## config.mk

```make
export PLATFORM = sky130hd
export DESIGN_NAME = adc_calc_val_bank_flat
export DESIGN_NICKNAME = d
export VERILOG_FILES = /design/src/rtl/adc_calc_val_bank_if.sv /design/src/rtl/adc_calc_val_bank.sv /design/src/flat_wrapper.sv
export SDC_FILE = /design/constraint.sdc
export NUM_CORES = 1
export LEC_CHECK = 0
export ABC_AREA = 1
export ABC_CLOCK_PERIOD_IN_PS = 3000
export CAP_MARGIN = 10
export CORE_MARGIN = 8
export CORE_UTILIZATION = 55
export CTS_CLUSTER_DIAMETER = 100
export CTS_CLUSTER_SIZE = 20
export DETAILED_ROUTE_END_ITERATION = 8
export PLACE_DENSITY = 0.84
export SYNTH_ARGS = -nofsm -noshare
export SYNTH_HDL_FRONTEND = slang
export SYNTH_SLANG_ARGS = --single-unit
```

## constraint.sdc

```tcl
create_clock -name i_clk -period 3 [get_ports i_clk]
set_clock_uncertainty 0.2 [all_clocks]
set_input_delay 0.45 -clock i_clk [delete_from_list [all_inputs] [get_ports i_clk]]
set_output_delay 0.45 -clock i_clk [all_outputs]
set_load 0.01 [all_outputs]
```

## src/rtl/adc_calc_val_bank_if.sv

```systemverilog
// Per-channel gain and offset AXI4-Stream bundle between the calibration bank
// and the FP conversion pipeline.
interface adc_calc_val_bank_if #(
   parameter int unsigned CH_NUM = 3,
   parameter int unsigned DW     = 32
);
   logic [CH_NUM*DW-1:0] gain_m_axis_tdata;
   logic [CH_NUM-1:0]    gain_m_axis_tvalid;
   logic [CH_NUM-1:0]    gain_m_axis_tready;
   logic [CH_NUM*DW-1:0] offset_m_axis_tdata;
   logic [CH_NUM-1:0]    offset_m_axis_tvalid;
   logic [CH_NUM-1:0]    offset_m_axis_tready;

   modport master (
      output gain_m_axis_tdata,
      output gain_m_axis_tvalid,
      input  gain_m_axis_tready,
      output offset_m_axis_tdata,
      output offset_m_axis_tvalid,
      input  offset_m_axis_tready
   );

   modport slave (
      input  gain_m_axis_tdata,
      input  gain_m_axis_tvalid,
      output gain_m_axis_tready,
      input  offset_m_axis_tdata,
      input  offset_m_axis_tvalid,
      output offset_m_axis_tready
   );
endinterface

```

## src/rtl/adc_calc_val_bank.sv

```systemverilog
// Run-time programmable bank of per-channel ADC gain/offset constants with a
// shadow/active double buffer, streamed as constants (MODE 0) or one-shot beats (MODE 1).
module adc_calc_val_bank #(
   parameter int unsigned    CH_NUM     = 3,
   parameter int unsigned    DW         = 32,
   parameter logic [DW-1:0]  DEF_GAIN   = DW'(32'h35A0_0000),
   parameter logic [DW-1:0]  DEF_OFFSET = DW'(32'hC120_0000),
   parameter int unsigned    MODE       = 0
) (
   input  logic                  i_clk,
   input  logic                  i_rst,
   input  logic                  i_wr_en,
   input  logic [3:0]            i_wr_ch,
   input  logic                  i_wr_sel,
   input  logic [DW-1:0]         i_wr_data,
   input  logic                  i_apply,
   input  logic                  i_restore,
   adc_calc_val_bank_if.master   m_axis,
   output logic                  o_pending,
   output logic                  o_wr_err,
   output logic [15:0]           o_apply_cnt
);

   typedef logic [DW-1:0] word_t;

   // Index 0 = gain stream, index 1 = offset stream.
   word_t             shadow_q    [2][CH_NUM];
   word_t             shadow_d    [2][CH_NUM];
   word_t             data_q      [2][CH_NUM];
   word_t             data_d      [2][CH_NUM];
   word_t             hold_data_q [2][CH_NUM];
   word_t             hold_data_d [2][CH_NUM];
   logic [CH_NUM-1:0] valid_q [2];
   logic [CH_NUM-1:0] valid_d [2];
   logic [CH_NUM-1:0] hold_q  [2];
   logic [CH_NUM-1:0] hold_d  [2];
   logic [CH_NUM-1:0] ready   [2];

   logic        started_q;
   logic        pending_q, pending_d;
   logic        wr_err_q, wr_err_d;
   logic [15:0] cnt_q, cnt_d;

   logic ch_ok, wr_ok, commit;

   assign ready[0] = m_axis.gain_m_axis_tready;
   assign ready[1] = m_axis.offset_m_axis_tready;

   assign ch_ok  = ({1'b0, i_wr_ch} < 5'(CH_NUM));
   assign wr_ok  = i_wr_en & ch_ok & ~i_restore;
   assign commit = i_apply | i_restore;

   always_comb begin
      word_t def_val;
      word_t cval;
      logic  wr_hit;
      logic  hs;
      shadow_d    = shadow_q;
      data_d      = data_q;
      hold_data_d = hold_data_q;
      valid_d     = valid_q;
      hold_d      = hold_q;
      def_val     = '0;
      cval        = '0;
      wr_hit      = 1'b0;
      hs          = 1'b0;
      for (int s = 0; s < 2; s++) begin
         for (int unsigned c = 0; c < CH_NUM; c++) begin
            def_val = (s == 0) ? DEF_GAIN : DEF_OFFSET;
            wr_hit  = wr_ok && (i_wr_ch == 4'(c)) && (i_wr_sel == 1'(s));
            // Same-cycle write is bypassed into the committed value.
            if (i_restore) begin
               shadow_d[s][c] = def_val;
               cval           = def_val;
            end else if (wr_hit) begin
               shadow_d[s][c] = i_wr_data;
               cval           = i_wr_data;
            end else begin
               cval = shadow_q[s][c];
            end

            hs = valid_q[s][c] & ready[s][c];
            if (MODE == 0 || !started_q) begin
               valid_d[s][c] = 1'b1;
               if (commit) data_d[s][c] = cval;
            end else if (commit) begin
               if (!valid_q[s][c] || hs) begin
                  data_d[s][c]  = cval;
                  valid_d[s][c] = 1'b1;
                  hold_d[s][c]  = 1'b0;
               end else begin
                  // Stalled beat must stay stable; park the latest commit.
                  hold_d[s][c]      = 1'b1;
                  hold_data_d[s][c] = cval;
               end
            end else if (hs) begin
               if (hold_q[s][c]) begin
                  data_d[s][c] = hold_data_q[s][c];
                  hold_d[s][c] = 1'b0;
               end else begin
                  valid_d[s][c] = 1'b0;
               end
            end
         end
      end
   end

   always_comb begin
      pending_d = pending_q;
      wr_err_d  = wr_err_q;
      cnt_d     = cnt_q;
      if (commit) begin
         pending_d = 1'b0;
      end else if (wr_ok) begin
         pending_d = 1'b1;
      end
      if (i_restore) begin
         wr_err_d = 1'b0;
      end else if (i_wr_en && !ch_ok) begin
         wr_err_d = 1'b1;
      end else if (i_apply) begin
         wr_err_d = 1'b0;
      end
      if (i_apply && !i_restore) begin
         cnt_d = cnt_q + 16'd1;
      end
   end

   always_ff @(posedge i_clk or negedge i_rst) begin
      if (!i_rst) begin
         for (int unsigned c = 0; c < CH_NUM; c++) begin
            shadow_q[0][c]    <= DEF_GAIN;
            shadow_q[1][c]    <= DEF_OFFSET;
            data_q[0][c]      <= DEF_GAIN;
            data_q[1][c]      <= DEF_OFFSET;
            hold_data_q[0][c] <= DEF_GAIN;
            hold_data_q[1][c] <= DEF_OFFSET;
         end
         valid_q[0] <= '0;
         valid_q[1] <= '0;
         hold_q[0]  <= '0;
         hold_q[1]  <= '0;
         started_q  <= 1'b0;
         pending_q  <= 1'b0;
         wr_err_q   <= 1'b0;
         cnt_q      <= '0;
      end else begin
         shadow_q    <= shadow_d;
         data_q      <= data_d;
         hold_data_q <= hold_data_d;
         valid_q     <= valid_d;
         hold_q      <= hold_d;
         started_q   <= 1'b1;
         pending_q   <= pending_d;
         wr_err_q    <= wr_err_d;
         cnt_q       <= cnt_d;
      end
   end

   for (genvar c = 0; c < int'(CH_NUM); c++) begin : g_out
      assign m_axis.gain_m_axis_tdata[c*DW +: DW]   = data_q[0][c];
      assign m_axis.offset_m_axis_tdata[c*DW +: DW] = data_q[1][c];
   end

   assign m_axis.gain_m_axis_tvalid   = valid_q[0];
   assign m_axis.offset_m_axis_tvalid = valid_q[1];

   assign o_pending   = pending_q;
   assign o_wr_err    = wr_err_q;
   assign o_apply_cnt = cnt_q;

endmodule

```

## src/flat_wrapper.sv

```systemverilog
// flat-port wrapper written by rule: the top's interface ports become plain ports
module adc_calc_val_bank_flat 
#(
   parameter int unsigned    CH_NUM     = 3,
   parameter int unsigned    DW         = 32,
   parameter logic [DW-1:0]  DEF_GAIN   = DW'(32'h35A0_0000),
   parameter logic [DW-1:0]  DEF_OFFSET = DW'(32'hC120_0000),
   parameter int unsigned    MODE       = 0
)
  (i_clk, i_rst, i_wr_en, i_wr_ch, i_wr_sel, i_wr_data, i_apply, i_restore, o_pending, o_wr_err, o_apply_cnt, m_axis_gain_m_axis_tdata, m_axis_gain_m_axis_tvalid, m_axis_gain_m_axis_tready, m_axis_offset_m_axis_tdata, m_axis_offset_m_axis_tvalid, m_axis_offset_m_axis_tready);
  adc_calc_val_bank_if #(.CH_NUM(CH_NUM), .DW(DW)) m_axis_i ();
  input  logic i_clk;
  input  logic i_rst;
  input  logic i_wr_en;
  input  logic [3:0] i_wr_ch;
  input  logic i_wr_sel;
  input  logic [DW-1:0] i_wr_data;
  input  logic i_apply;
  input  logic i_restore;
  output logic o_pending;
  output logic o_wr_err;
  output logic [15:0] o_apply_cnt;
  output wire logic [$bits(m_axis_i.gain_m_axis_tdata)-1:0] m_axis_gain_m_axis_tdata;
  output wire logic [$bits(m_axis_i.gain_m_axis_tvalid)-1:0] m_axis_gain_m_axis_tvalid;
  input wire logic [$bits(m_axis_i.gain_m_axis_tready)-1:0] m_axis_gain_m_axis_tready;
  output wire logic [$bits(m_axis_i.offset_m_axis_tdata)-1:0] m_axis_offset_m_axis_tdata;
  output wire logic [$bits(m_axis_i.offset_m_axis_tvalid)-1:0] m_axis_offset_m_axis_tvalid;
  input wire logic [$bits(m_axis_i.offset_m_axis_tready)-1:0] m_axis_offset_m_axis_tready;
  assign m_axis_gain_m_axis_tdata = m_axis_i.gain_m_axis_tdata;
  assign m_axis_gain_m_axis_tvalid = m_axis_i.gain_m_axis_tvalid;
  assign m_axis_i.gain_m_axis_tready = m_axis_gain_m_axis_tready;
  assign m_axis_offset_m_axis_tdata = m_axis_i.offset_m_axis_tdata;
  assign m_axis_offset_m_axis_tvalid = m_axis_i.offset_m_axis_tvalid;
  assign m_axis_i.offset_m_axis_tready = m_axis_offset_m_axis_tready;
  adc_calc_val_bank #(.CH_NUM(CH_NUM), .DW(DW), .DEF_GAIN(DEF_GAIN), .DEF_OFFSET(DEF_OFFSET), .MODE(MODE)) u_core (.i_clk(i_clk), .i_rst(i_rst), .i_wr_en(i_wr_en), .i_wr_ch(i_wr_ch), .i_wr_sel(i_wr_sel), .i_wr_data(i_wr_data), .i_apply(i_apply), .i_restore(i_restore), .m_axis(m_axis_i), .o_pending(o_pending), .o_wr_err(o_wr_err), .o_apply_cnt(o_apply_cnt));
endmodule
```

==> impl_metrics.tcl <==
set metrics [dict create \
    synth_cell_types 28 \
    endpoint_kind "primary output" \
    drtIter0Drc 1861 \
    clock_path_buffers 3 \
    crit_slowest_cell "dfstp_2" \
    n_antenna_cell 0 \
    multi_input_area_mm2 0.00601 \
    finalHoldViolations 0 \
    nFillCells 2519 \
    drive_above_1_share_pct 6.23 \
    die_x_um 194 \
    drcViolationCount 0 \
    fin_area_mm2 0.0209 \
    tightest_slew_ns 0.916 \
    yosys_register_bits 403 \
    syn_area_mm2 0.0174 \
    synth_fp_nets 2061 \
    ys.warnings.count 0 \
    antenna_left 0 \
    cts_tree "yes" \
    vias 14870 \
    cp_top_family "flip-flops" \
    critical_path_buf_inv_count 1 \
    status "complete, no violations" \
    crit_type "flip-flop to primary output" \
    syn_inst 2012 \
    first_pass_iters 6 \
    rsz0062_at_grt "false" \
    die_h_um 194 \
    p_total_uw 9960 \
    portBuffers 257 \
    path_cells "clkdlybuf4s50_1" \
    numCtsBuffers 24 \
    place_congestion 0.828 \
    syn_to_final_growth_pct 20.0 \
    worstPathRequired_ns 2.35 \
    insertion_delay_ns 0.55 \
    instances_no_fill 2602 \
    antenna_found_initial 0 \
    avgRoutedWirePerCell_um 19.8 \
    placed_cells 2558 \
    dp.final_hpwl_um 33100 \
    p_per_area_mw_per_mm2 476 \
    post-place-ws_ns 0.438 \
    setup_ws_ns 0.650 \
    ios 264 \
    fin_tns_setup_ns 0 \
    path_max_fanout 2 \
    slew_violations 0 \
    placed_area_mm2 0.0202 \
    seqCellArea_mm2 0.0102 \
    grt.overflow.total 0 \
    grt_pass1_wl_um 80800 \
    cts_setup_buffers 0 \
    row_count 65 \
    final_nets 2232 \
    setup_viol 0 \
    clock_sinks 403 \
    seq_area_frac_synth_pct 58.2 \
    initial_core_util_pct 55.6 \
    grt_max_degree 194 \
    cts-htree-levels 1 \
    coreArea_mm2 0.0314 \
    worstSetupStartpointType "flip-flop" \
    ir_drop_mv 0.571 \
    via_per_inst 5.71 \
    leakagePower_uw 0.0112 \
    critical-path-max-stage-delay_ns 0.59 \
    drv_cap 0 \
    period_share_pct 78.3 \
    path_clk_slew_ns 0.08 \
    max_freq_mhz 426 \
    track_usage_pct 26.6 \
    hold_class "input port to async pin" \
    grt_pass1_vias 14458 \
    die-area_mm2 0.0377 \
    max_slew_margin_pct 38.9 \
    worstPathArrival_ns 1.70 \
    syn-mean-instance-area_um2 8.67 \
    wl_um 51500 \
    cts_root_buffer "clkbuf_16" \
    post-route-min-period_ns 2.35 \
]
## kinds of logic (layout without fill, tap and decap cells)
| logic type | Yosys count | after routing | share of synthesized area [%] |
|---|---|---|---|
| xor gates and xnor gates | 10 | 10 | 0.502 |
| adders and majority gates | 1 | 1 | 0.0717 |
| buffers and inverters | 302 | 490 | 7.36 |
| other | 1 | 1 | 0.0215 |
| AOI/OAI and AO/OA | 58 | 58 | 1.66 |
| and+or+nand+nor | 1237 | 1237 | 32.1 |
| DFF | 403 | 403 | 58.2 |
## cells in the mapped netlist (all sizes together)
| master | instances | share of area (%) |
|---|---|---|
| and3 | 108 | 3.9 |
| xnor2 | 6 | 0.30 |
| nand2 | 709 | 15 |
| nand3 | 286 | 8.3 |
| ha | 1 | 0.072 |
| clkbuf | 59 | 1.3 |
| o21ai | 4 | 0.11 |
| buf | 86 | 2.7 |
| dfstp | 60 | 9.0 |
| a21oi | 54 | 1.5 |
| xor2 | 4 | 0.20 |
| nand3b | 1 | 0.043 |
| dfrtp | 343 | 49 |
| nor3 | 3 | 0.11 |
| conb | 1 | 0.021 |
| inv | 157 | 3.4 |
| nand4 | 108 | 3.9 |
| nor2 | 22 | 0.62 |
## sequential cells by signal, indices dropped and copies added (netlist names)
register / count
u_core.m_axis.gain_m_axis_tdata: 96
u_core.m_axis.gain_m_axis_tvalid: 1
u_core.m_axis.offset_m_axis_tdata: 96
u_core.o_apply_cnt: 16
u_core.o_pending: 1
u_core.o_wr_err: 1
u_core.shadow_q: 192
## timing repair
action | 4_1_cts | 5_1_grt
resized for setup | 0 | 0
hold buffers | 1 | 0
hold endpoints to repair | 343 | 0
## metal layers
metal	vias up	share of wire (%)	track usage, %
li1	6858	-	-
met1	7211	40	35.9
met2	681	46	40.8
met3	120	9.3	5.87
met4	0	4.8	11.7
met5	-	0	0
## worst paths after layout
path / slack [ns] / endpoint / cells past startpoint / from
max: 0.65 / m_axis_gain_m_axis_tdata[87] / 1 / u_core.m_axis.gain_m_axis_tdata[87]$_DFFE_PN1N_
min: 0.09 / u_core.m_axis.gain_m_axis_tdata[16]$_DFFE_PN0N_ / 2 / i_rst
max reg2reg: 1.16 / u_core.o_apply_cnt[14]$_DFFE_PN0P_ / 8 / u_core.o_apply_cnt[0]$_DFFE_PN0P_
min reg2reg: 0.27 / u_core.m_axis.offset_m_axis_tdata[88]$_DFFE_PN1N_ / 2 / u_core.m_axis.offset_m_axis_tdata[88]$_DFFE_PN1N_
max in group asynchronous: 1.68 / u_core.shadow_q[104]$_DFF_PN0_ / 3 / i_rst
min in group i_clk: 0.14 / u_core.shadow_q[76]$_DFF_PN0_ / 3 / i_wr_sel
## layout make-up
cell class	count	share of cell area, %
Tap cell	402	2.40
Multi-Input combinational cell	1307	28.7
Sequential cell	403	48.5
Timing Repair Buffer	290	14.1
Clock buffer	42	3.29
Inverter	157	2.86
Clock inverter	1	0.0956
## power by group
part           internal (uW)  total, uW  leakage (uW)  switching [uW]
Clock                   1580       3420      0.000338            1830
Combinational            291        919       0.00549             628
Sequential              5540       5620       0.00539            79.0
## worst reg2reg max path, delay by kind of cell, from the launching register on
family | cells | cell delay, ns
fa+ha+maj | 1 | 0.20
buf+inv | 1 | 0.04
flops | 1 | 0.42
simple gates | 6 | 0.89
## placed cells by master, fill, tap and decap left out, types with 2 or more instances in the layout
cell	synthesis	final
nand2_1	707	707
dfrtp_1	343	343
nand3_1	282	282
clkdlybuf4s50_1	0	253
inv_1	155	155
and3_1	108	108
nand4_1	108	108
dfstp_2	60	60
a21oi_1	54	54
clkbuf_16	0	25
buf_4	23	23
clkbuf_1	59	17
nor2_1	16	16
buf_12	0	10
xnor2_1	6	6
nand3_2	4	4
nor2_4	2	4
o21ai_0	4	4
xor2_1	4	4
nor2_2	4	2
nor3_1	2	2
## stage by stage
stage                     util (%)  hold slack, ns
after floorplan                  -         -0.0456
after global placement        64.4          0.0554
after detailed placement      64.4          0.0553
after CTS                     66.7          0.0729
after global routing          66.7          0.0743
final                         66.7          0.0869
No activity file was read; power rests on OpenSTA's default activity.
